--- src/rtl/buttfly_pkg.sv ---
// Shared constants, types and state encoding for the butterfly pair feeder.
package buttfly_pkg;

    localparam int W        = 5;
    localparam int OUT_W    = 8;
    localparam int LOG_HALF = 2;
    localparam int HALF     = 1 << LOG_HALF;

    typedef logic [W-1:0]        sample_t;
    typedef logic [OUT_W-1:0]    result_t;
    typedef logic [LOG_HALF-1:0] idx_t;

    // FILL buffers x[0..HALF-1]; PAIR streams x[HALF..2*HALF-1] against them.
    typedef enum logic [0:0] {
        FILL = 1'b0,
        PAIR = 1'b1
    } feed_state_t;

endpackage

--- src/rtl/buttfly_half_buf.sv ---
// Half-frame sample buffer: one synchronous write port, one combinational
// read port. Contents are deliberately not reset.
module buttfly_half_buf #(
    parameter int W         = buttfly_pkg::W,
    parameter int LOG_DEPTH = buttfly_pkg::LOG_HALF
) (
    input  logic                 clk,
    input  logic                 we,
    input  logic [LOG_DEPTH-1:0] waddr,
    input  logic [W-1:0]         wdata,
    input  logic [LOG_DEPTH-1:0] raddr,
    output logic [W-1:0]         rdata
);

    localparam int DEPTH = 1 << LOG_DEPTH;

    logic [W-1:0] mem [DEPTH];

    // Store each first-half sample at its frame index.
    always_ff @(posedge clk) begin
        if (we) begin
            mem[waddr] <= wdata;
        end
    end

    assign rdata = mem[raddr];

endmodule

--- src/rtl/buttfly_pair_feeder.sv ---
// Streaming front-end for the radix-2 butterfly core. Buffers the first half
// of each frame, then pairs every second-half sample with its stored partner,
// presents the pair to the external combinational core, and registers the
// core result into a valid/ready output stream.
//
// Handshake: a transfer happens on a rising edge where valid && ready; the
// producer holds data stable while valid && !ready, and ready may depend
// combinationally on the far side (s_ready follows m_ready in PAIR).
module buttfly_pair_feeder
    import buttfly_pkg::*;
#(
    parameter int W        = buttfly_pkg::W,
    parameter int OUT_W    = buttfly_pkg::OUT_W,
    parameter int LOG_HALF = buttfly_pkg::LOG_HALF
) (
    input  logic             clk,
    input  logic             rst,
    input  logic             s_valid,
    output logic             s_ready,
    input  logic [W-1:0]     s_data,
    output logic [W-1:0]     bf_a,
    output logic [W-1:0]     bf_b,
    input  logic [OUT_W-1:0] bf_res,
    output logic             m_valid,
    input  logic             m_ready,
    output logic [OUT_W-1:0] m_data,
    output logic             m_last,
    output logic             busy
);

    localparam int HALF_N = 1 << LOG_HALF;
    localparam logic [LOG_HALF-1:0] IDX_LAST = LOG_HALF'(HALF_N - 1);

    feed_state_t         state;
    logic [LOG_HALF-1:0] idx;
    logic [W-1:0]        buf_rdata;
    logic                accept;
    logic                idx_at_last;
    logic                pair_live;

    assign accept      = s_valid && s_ready;
    assign idx_at_last = (idx == IDX_LAST);
    assign pair_live   = (state == PAIR) && s_valid;

    // Input readiness: FILL always takes data; PAIR only when the result slot frees.
    always_comb begin
        s_ready = 1'b1;
        if (state == PAIR) begin
            s_ready = !m_valid || m_ready;
        end
    end

    // Core operands are held at zero unless a live pair is on the bus.
    always_comb begin
        bf_a = '0;
        bf_b = '0;
        if (pair_live) begin
            bf_a = buf_rdata;
            bf_b = s_data;
        end
    end

    assign busy = (state == PAIR) || m_valid;

    buttfly_half_buf #(
        .W         (W),
        .LOG_DEPTH (LOG_HALF)
    ) u_half_buf (
        .clk   (clk),
        .we    (accept && (state == FILL)),
        .waddr (idx),
        .wdata (s_data),
        .raddr (idx),
        .rdata (buf_rdata)
    );

    // Frame sequencing: index advances per accept, phase flips at the half boundary.
    always_ff @(posedge clk) begin
        if (rst) begin
            state <= FILL;
            idx   <= '0;
        end else if (accept) begin
            idx <= idx + 1'b1;
            if (idx_at_last) begin
                state <= (state == FILL) ? PAIR : FILL;
            end
        end
    end

    // Result register: load on a paired accept, otherwise drain on m_ready.
    always_ff @(posedge clk) begin
        if (rst) begin
            m_valid <= 1'b0;
            m_data  <= '0;
            m_last  <= 1'b0;
        end else if (accept && (state == PAIR)) begin
            m_valid <= 1'b1;
            m_data  <= bf_res;
            m_last  <= idx_at_last;
        end else if (m_ready) begin
            m_valid <= 1'b0;
        end
    end

endmodule
--- config.mk ---
export PLATFORM = sky130hd
export DESIGN_NAME = buttfly_pair_feeder
export DESIGN_NICKNAME = d
export VERILOG_FILES = /design/src/rtl/buttfly_pkg.sv /design/src/rtl/buttfly_half_buf.sv /design/src/rtl/buttfly_pair_feeder.sv
export SDC_FILE = /design/constraint.sdc
export NUM_CORES = 1
export LEC_CHECK = 0
export CAP_MARGIN = 5
export CELL_PAD_IN_SITES_DETAIL_PLACEMENT = 2
export CELL_PAD_IN_SITES_GLOBAL_PLACEMENT = 2
export CORE_MARGIN = 2
export CORE_UTILIZATION = 28
export CTS_CLUSTER_DIAMETER = 50
export CTS_CLUSTER_SIZE = 24
export DETAILED_ROUTE_END_ITERATION = 8
export PLACE_DENSITY = 0.79
export SLEW_MARGIN = 30
export SYNTH_ARGS = -nofsm -noshare
export SYNTH_HDL_FRONTEND = slang
export SYNTH_SLANG_ARGS = --single-unit
--- constraint.sdc ---
create_clock -name clk -period 1.26 [get_ports clk]
set_clock_uncertainty 0.1 [all_clocks]
set_input_delay 0.126 -clock clk [delete_from_list [all_inputs] [get_ports clk]]
set_output_delay 0.126 -clock clk [all_outputs]
set_load 0.1 [all_outputs]
* After elaboration in Yosys (flattened, before gate mapping)
Memory sizes are Yosys's and may differ from the RTL's. A register that Yosys moved wholly into a read port is not among the register bits. Cells that the tools add are included.
Storage, ports and cells: latch bits 0, bits in writable memories 20, ROM bits 0, word-level logic and storage cells 28, memories kept 1, bits in registers 13, output and inout port bits 22
Memory list:
- u_half_buf.mem | words 4, width 5, read ports 1, clocked after memory_dff 1, write ports 1, RTL line buttfly_half_buf.sv:17 | logic [W-1:0] mem [DEPTH];
Operators by class: shifts and indexed selects 0, reductions and logical operators 9, multiplexer cells 10, add/sub/neg operators 1, $mul 0, equal/unequal tests 1, $lt $le $gt $ge 0, bitwise operators 1, divide/modulo/power cells 0
Operators by type and width (count):
- $mux 5 | 2
- $mux 1 | 6
- $logic_and 1x1->1 | 4
- $mux 2 | 2
- $add 2x1->2 const B | 1
- $eq 2x2->1 const B | 1
- $logic_or 1x1->1 | 2
- $reduce_and 2->1 | 1
- $reduce_bool 2->1 | 1
- $logic_not 1->1 | 1
- $not 1->1 | 1

* Logic depth before layout (Yosys ltp)
Gate-level depths: netlist of run 1.
word-level depth 7, depth in mapped cells 5

* Cells and area by module
From an unflattened synthesis of run 1, not the netlist that was laid out.
Unflattened totals: cell total of the unflattened synthesis 104, area total of the unflattened synthesis 1380.1 sq um
By module, submodules not included:
- buttfly_half_buf | area each 755.7 sq um, instances 1, cells an instance 30, sequential area each 600.6 sq um
- buttfly_pair_feeder | area each 624.3 sq um, instances 1, cells an instance 74, sequential area each 260.2 sq um

* Least setup slack after synthesis of run 1
OpenSTA, ideal clock, no wires.
path type flip-flop to output port, start register m_valid, end output port s_ready, arrival 1.973 ns, setup slack -0.939 ns, stages on the path, launching flop included 4, cells stage by stage dfxtp_1 nor2b_1 clkbuf_2 nand2_1
On the way: word-level cells in the longest chain between the ends 3
RTL lines:
- start, declared | RTL line buttfly_pair_feeder.sv:24 | output logic m_valid,
- start signal, assigned | RTL line buttfly_pair_feeder.sv:93 | m_valid <= 1'b0;
- start signal, assigned | RTL line buttfly_pair_feeder.sv:97 | m_valid <= 1'b1;
- start signal, assigned | RTL line buttfly_pair_feeder.sv:101 | m_valid <= 1'b0;
- $logic_not 1->1 | RTL line buttfly_pair_feeder.sv:49 | s_ready = !m_valid || m_ready;
- $logic_or 1x1->1 | RTL line buttfly_pair_feeder.sv:49
- $mux 1 | RTL line buttfly_pair_feeder.sv:48 | if (state == PAIR) begin
- end, declared | RTL line buttfly_pair_feeder.sv:19 | output logic s_ready,
No other way between the ends.

==> results by stage, run 1 <==
Run status:
- The run finished, with violations left.
- The checks that failed: setup timing.

Power:
- The power per standard cell area is 945 nW/um2.
- The peak ir drop on the vdd network is 0.743 mV.
- Total power for the finished layout comes to 0.00243 W.
- Summed over all cells, the static leakage comes to 0.968 nW.

Synthesis:
- The number of flip-flops and latches in the synthesized netlist is 35.
- The number of nets in the synthesized netlist is 133.
- For this run, the register share of the synthesized area comes to 61.5%.
- Synthesis produced 112 cells.
- The count of cell types in the netlist is 24.
- The count of synthesis-stage warnings from yosys is 0.
- The summed instance area of the synthesized netlist is 1460 um2.
- The synthesized area per cell is 13.1 um2.

Cells and area:
- The total number of nets in the final design is 195.
- The final-layout fill cell count is 496.
- The final antenna diode count is 0.
- Measured on the finished design, the core utilization comes to 50.6%.
- The library cell used most frequently in the layout, excluding fill and tap cells, is buf_12.
- The synthesis-to-finish area growth is 75.4%.
- The top cell types in the final layout, fill and taps aside, are buf_12 (23), edfxtp_1 (20), clkdlybuf4s50_1 (15), buf_4 (13), a21oi_1 (11).
- The share of post-route cells with drive strength above 1 is 56.6%.
- The post-route non-filler standard cell count is 245.

Setup path:
- In this run the critical register-to-register path is launched from m_valid.
- Along the worst path, the maximum fanout reaches 5.
- The required time reported for the critical path endpoint is 1030 ps.
- The endpoint of the lowest-slack register-to-register path is idx[1].
- Data on the critical path arrives at its endpoint at 1560 ps.
- The setup path with the least slack is of type flip-flop to output pin.
- The register-to-register path setup slack is -90 ps.
- Counting cells, the worst reg-to-reg path comes to 5.
- The kind of capture point of the worst setup path is an output pin.
- The critical path launch point type is a flip-flop.

Floorplan:
- The total area inside the core boundary comes to 5070 um2.
- The die covers 5820 um2.
- The die span in x is 76.3 um.
- The I/O pin count is 39.
- The die outline height is 76.3 um.
- The initialized floorplan defines 26 standard-cell rows.
- The starting density of the core is 28.8%.

Route:
- Wires add up to 4780 um.
- The pre-antenna-repair detailed-routing pass consisted of 4 iterations.
- The number of DRC markers in iteration 0 is 50.
- After detailed routing, the number of vias per cell comes to 4.69.
- Detailed routing inserted a total of 1150 vias.
- The post-detailed-route DRC marker count is 0.
- The mean routed wirelength per cell is 19.5 um.
- The count of antenna-violating nets left after detailed routing is 0.

Timing:
- The final-report hold violation count was 0.
- The number of slew-limit violations in the final report is 0.
- The worst path uses 141% of the clock period.
- The minimum setup slack in the final design is -522 ps.
- For the final routed database, the setup TNS stands at -4140 ps.
- The worst relative slew slack is 79.4%.
- Setup violations remaining at the end of the flow were counted as 17.
- For this run, the top clock speed supported by timing is 0.561 GHz.
- The final critical delay including setup and external delays is 1780 ps.
- Setup repair after global routing could not meet its margin everywhere.
- At the pin with the least slew margin, the transition time is 307 ps.

CTS:
- Clock-pin slew was measured on the worst setup and hold paths at 70 ps.
- TritonCTS built the clock tree.
- The tree is rooted in a clkbuf_8.
- The number of clock buffers added by TritonCTS is 5.
- The clock passes through at most 2 buffers.
- The latest clock arrival within the worst-skew pair is 290 ps.
- The clock sink count is 35.
- Hold repair after CTS inserted 0 buffers.
- The total number of H-tree levels is 2.

GRT:
- The number of global-route vias before repair was 1321.
- The number of antenna violations at the first check in global routing is 0.
- The first-pass GRT wire length is 7560 um.
- The final global-route overflow total is 0.
- The maximum number of pins on one net before global-route repair is 12.
- Global routing used 17.2% of the available tracks.

Worst hold path:
- The capture endpoint of the worst hold path is m_data[1].
- The start point of the worst min-delay path is bf_res[1].
- Counting instances, the worst hold path has a depth of 3.
- The tightest min-delay check is of the input pin to flip-flop type.

Place:
- The weighted congestion reported at the end of routability-driven placement is 0.738.
- The cell count after placement is 227.
- The post-detailed-placement half-perimeter wirelength is 3310 um.
- Buffers placed on the I/O ports in this run total 38.

Run:
- The tool flagged a number of max-cap violations equal to 0.
synthesized netlist by cell type (all sizes together):
cell	number	area (um2)
edfxtp	20	601
dfxtp	15	300
a21oi	11	55.1
and2	10	62.6
nand3	9	45.0
o21ai	9	45.0
and3	5	31.3
buf	5	40.0
mux4	5	113
ha	4	50.1
nand2b	3	18.8
clkbuf	2	8.75
inv	2	7.51
mux2	2	22.5
nand2	2	7.51
nor2	2	7.51
nor2b	2	12.5
a21boi	1	11.3
a311oi	1	8.76
mux2i	1	10.0
or2	1	6.26
registers in the layout, indices dropped and copies added, names as in the netlist, named ones only:
register and cells:
m_last 1, u_half_buf.mem 20, m_valid 1, idx 2, state 1, m_data 8
critical path: stages, from the launching register on:
cell and delay [ps]:
dfxtp_4 400, mux4_2 530, and2_4 160, buf_12 160
cell type report:
cell class | count | area, um2 | share of cell area [%]
clock inverters | 1 | 3.75 | 0.146
multi-input cells | 68 | 621 | 24.2
clock buffers | 7 | 86.3 | 3.36
inverters | 2 | 7.51 | 0.292
repair buffers | 62 | 833 | 32.5
flip-flops and latches | 35 | 928 | 36.2
well taps | 70 | 87.6 | 3.41
power by group:
part	switching [W]	internal, W
Sequential	0.0000328	0.00125
Combinational	0.000141	0.000170
Clock	0.000395	0.000438
routing by layer:
metal  global-route usage (%)  part of all wire (%)  routed length [um]
met5                        0                     0                   0
met4                     4.91                   1.0                  49
met3                     3.79                   3.4                 163
met2                     32.3                    57                2720
met1                     19.5                    38                1840
per-stage QoR:
step                      instance area [um2]  setup WS (ps)  hold WS (ps)
after floorplan                          1520           -183          98.1
after global placement                   2260           -350           382
after detailed placement                 2260           -433           399
after CTS                                2480           -530           305
after global routing                     2570           -564           328
final                                    2570           -522           305
worst max path at each step:
| stage | end | startpoint | slack [ps] |
|---|---|---|---|
| floorplan | s_ready | m_valid | -180 |
| global placement | u_half_buf.mem[0][0] | s_valid | -350 |
| detailed placement | m_data[6] | s_valid | -430 |
| CTS | bf_a[3] | flip-flop | -530 |
| global route | bf_a[3] | flip-flop | -560 |
| finish | bf_a[3] | flip-flop | -520 |
repair_timing:
| action | in CTS | in global routing |
|---|---|---|
| resized for setup | 33 | 14 |
| gates cloned | 0 | 0 |
| setup endpoints to repair | 43 | 40 |
| pin swaps | 4 | 5 |
| buffers inserted | 6 | 4 |
cell families (layout without fill, tap and decap cells):
| family | count (synthesis) | count (layout) | synth area share [%] |
|---|---|---|---|
| DFF | 35 | 35 | 61.5 |
| and+or+nand+nor | 34 | 34 | 13.1 |
| AOI/OAI and AO/OA | 22 | 22 | 8.20 |
| buffers and inverters | 9 | 72 | 3.85 |
| muxes | 8 | 8 | 9.91 |
| adders and majority gates | 4 | 4 | 3.42 |
No activity file was read; power rests on OpenSTA's default activity.
==> run 2, diff against run 1 <==
--- a/config.mk
+++ b/config.mk
@@ -9,11 +9,13 @@
 export CELL_PAD_IN_SITES_DETAIL_PLACEMENT = 2
 export CELL_PAD_IN_SITES_GLOBAL_PLACEMENT = 2
 export CORE_MARGIN = 2
-export CORE_UTILIZATION = 28
+export CORE_UTILIZATION = 29
+export CTS_BUF_LIST = sky130_fd_sc_hd__clkbuf_2 sky130_fd_sc_hd__clkbuf_4 sky130_fd_sc_hd__clkbuf_8
 export CTS_CLUSTER_DIAMETER = 50
 export CTS_CLUSTER_SIZE = 24
 export DETAILED_ROUTE_END_ITERATION = 8
-export PLACE_DENSITY = 0.79
+export PLACE_DENSITY = 0.81
+export SKIP_LAST_GASP = 1
 export SLEW_MARGIN = 30
 export SYNTH_ARGS = -nofsm -noshare
 export SYNTH_HDL_FRONTEND = slang
==> run 2 against run 1 <==
  * Highest routed layer unchanged
  * Setup slack lost 16 ps
  * Global-route usage grew 2.2 points
  * Clock power grew 6.6%
  * Final area shrank 0.24%
  * The run still ends with setup timing left
  * Power rose by 2.5%
  * Clock-buffer cell count did not move
  * Cell count is 2.0% lower
  * Via count fell by 1.3%
  * First-iteration DRC count increased by 20%
  * Sequential power is essentially flat
  * Non-clock buffer count decreased by 2
  * Routed wire length rose by 8.6%
==> results by stage, run 2 (same netlist as run 1, synthesis figures left out) <==
Run status:
- The run finished, with violations left.
- The checks that failed: setup timing.

Power:
- The total power draw is 0.00249 W.
- Summed over all cells, the static leakage comes to 0.957 nW.
- The peak ir drop on the vdd network is 0.935 mV.
- Power spread over the standard cell area amounts to 971 nW/um2.

Cells and area:
- The share of post-route cells with drive strength above 1 is 59.0%.
- The flip-flop count of the largest register after layout is 20.
- 0 antenna diodes ended up in the layout.
- The top cell types in the final layout, fill and taps aside, are buf_12 (22), edfxtp_1 (20), clkdlybuf4s50_1 (15), buf_4 (12).
- In the final layout, the registers with the most flip-flops are u_half_buf.mem: 20 flops, m_data: 8 flops, idx: 2 flops.
- The register name with the most flops is u_half_buf.mem.
- The finished cells cover 2560 um2.
- The synthesis-to-finish area growth is 75.0%.
- The filler cells instantiated in the layout total 437.
- At the end of the flow, the number of nets in the layout was 193.
- The library cell used most frequently in the layout, excluding fill and tap cells, is buf_12.

Floorplan:
- The core region is 4790 um2.
- The I/O pin count is 39.
- The die outline height is 75.1 um.
- The area of the die is 5630 um2.
- The die span in x is 75.1 um.
- The initial utilization of the core area, before any placement, comes to 30.6%.
- The count of standard-cell rows is 25.

Route:
- The post-detailed-route DRC marker count is 0.
- For this run, the detailed router's first-pass iteration total came to 4.
- The routed wire length is 5190 um.
- The count of nets left with antenna violations once routing finished came out at 0.
- Dividing the detail-routed via count by the number of cells gives 4.73.
- After detailed routing, the average wire length per cell comes to 21.6 um.
- After the first detailed-routing iteration, the DRC count stood at 60.
- The via count is 1135.

Place:
- After legalization and detailed placement, the total HPWL measured 3570 um.
- Once placement finished, the instance area stood at 2270 um2.
- The port buffer count is 38.
- Routability-driven placement finished with a final weighted congestion of 0.821.

GRT:
- Across every metal layer, demand over resource in global routing totals 19.4%.
- The number of global-route vias before repair is 1300.
- The first-pass GRT wire length is 7480 um.
- Entering global routing, the biggest net connects 12 pins.
- The number of antenna violations at the first check in global routing is 0.
- Global routing finished with a remaining overflow of 0.

CTS:
- The clock input transition at the sequential cells of the worst setup and hold paths is 80 ps.
- The hold buffer count at CTS is 0.
- TritonCTS built the clock tree.
- The tree is rooted in a clkbuf_8.
- Clock tree synthesis inserted a total of 5 buffers.
- The clock sink count is 35.
- The clock reaches the later pin of the worst-skew pair after 300 ps.
- No sink is reached through more buffers than the 2 on the longest clock path.
- CTS built an H-tree with a depth of 2.

Setup path:
- The family with the most delay on the worst path is multiplexers.
- The worst setup path is of the flip-flop to output pin kind.
- The data arrival time of the worst path is 1570 ps.
- The worst setup path is captured at an output pin.
- The worst setup path is launched from a flip-flop.
- The peak fanout along the critical path is 5.
- The required time reported for the critical path endpoint is 1030 ps.
- The slowest stage of the critical path is the mux4_2 cell.
- The buffer and inverter count on the worst path is 1.
- The largest stage delay on the critical path is 530 ps.
- Walking the worst path, the cells encountered are mux4_2 > and2_4 > buf_12.
- The startpoint of the worst-slack reg-to-reg timing path is state.

Worst hold path:
- The startpoint identified for the worst hold timing path is bf_res[6].
- The class of the worst hold path is input pin to flip-flop.

Timing:
- Setup repair after global routing could not meet its margin everywhere.
- Timing would allow up to 0.556 GHz.
- The final cycle utilization of the critical path is 143%.
- The worst relative slew slack is 78.7%.
- The final setup violation count is 37.
- The minimum setup slack in the final design is -539 ps.
- The routed design could run at a clock period as short as 1800 ps.
- The final-report hold violation count was 0.
- The number of slew-limit violations in the final report was 0.
- Setup total negative slack on the finished layout was measured at -6440 ps.
- The measured slew at the worst slew-check pin is 319 ps.

Run:
- The tool flagged a number of max-cap violations equal to 0.
==> run 2: final timing paths <==
check	slack, ps	cells after the start	endpoint
worst min register to register	410	2	m_data[1]
worst max register to register	-130	4	u_half_buf.mem[1][0]
worst max-delay path	-540	3	bf_a[2]
worst min-delay path	310	3	m_data[6]
==> run 2: timing repair <==
action                     in CTS  in global routing
setup buffers                   3                  4
pin swaps                       3                  4
setup endpoints to repair      45                 46
gates resized for setup        36                 15
==> run 2: metrics by stage <==
stage / cells / setup slack (ps) / hold slack [ps] / utilization (%)
final: 240 / -539 / 305 / 53.5
after floorplan: 112 / -183 / 98.1 / -
after detailed placement: 226 / -518 / 404 / 47.4
after global routing: 240 / -593 / 353 / 53.5
after global placement: 226 / -390 / 386 / 47.4
after CTS: 237 / -553 / 286 / 51.9
==> run 2: where the power goes <==
part	leakage, nW	internal (W)	switching (W)
combinational	0.594	0.000167	0.000142
sequential	0.313	0.00125	0.0000395
clock	0.0493	0.000460	0.000428
==> run 2: layer usage <==
layer	up-vias	part of all wire [%]	GRT usage (%)
li1	531	-	-
met1	577	41	22.6
met2	21	55	34.2
met3	6	2.6	4.82
met4	0	1.5	7.74
met5	-	0	0
==> run 2: layout make-up <==
| type | instances | area, um2 | area share [%] |
|---|---|---|---|
| Sequential cell | 35 | 928 | 36.2 |
| Timing Repair Buffer | 60 | 802 | 31.3 |
| Multi-Input combinational cell | 68 | 646 | 25.2 |
| Clock buffer | 7 | 90.1 | 3.52 |
| Tap cell | 67 | 83.8 | 3.27 |
| Inverter | 2 | 7.51 | 0.293 |
| Clock inverter | 1 | 3.75 | 0.147 |
==> run 2: tightest hold or removal path, cell delays in order <==
cell and delay (ps):
clkdlybuf4s50_1 400, nand3_1 70, a21oi_1 70
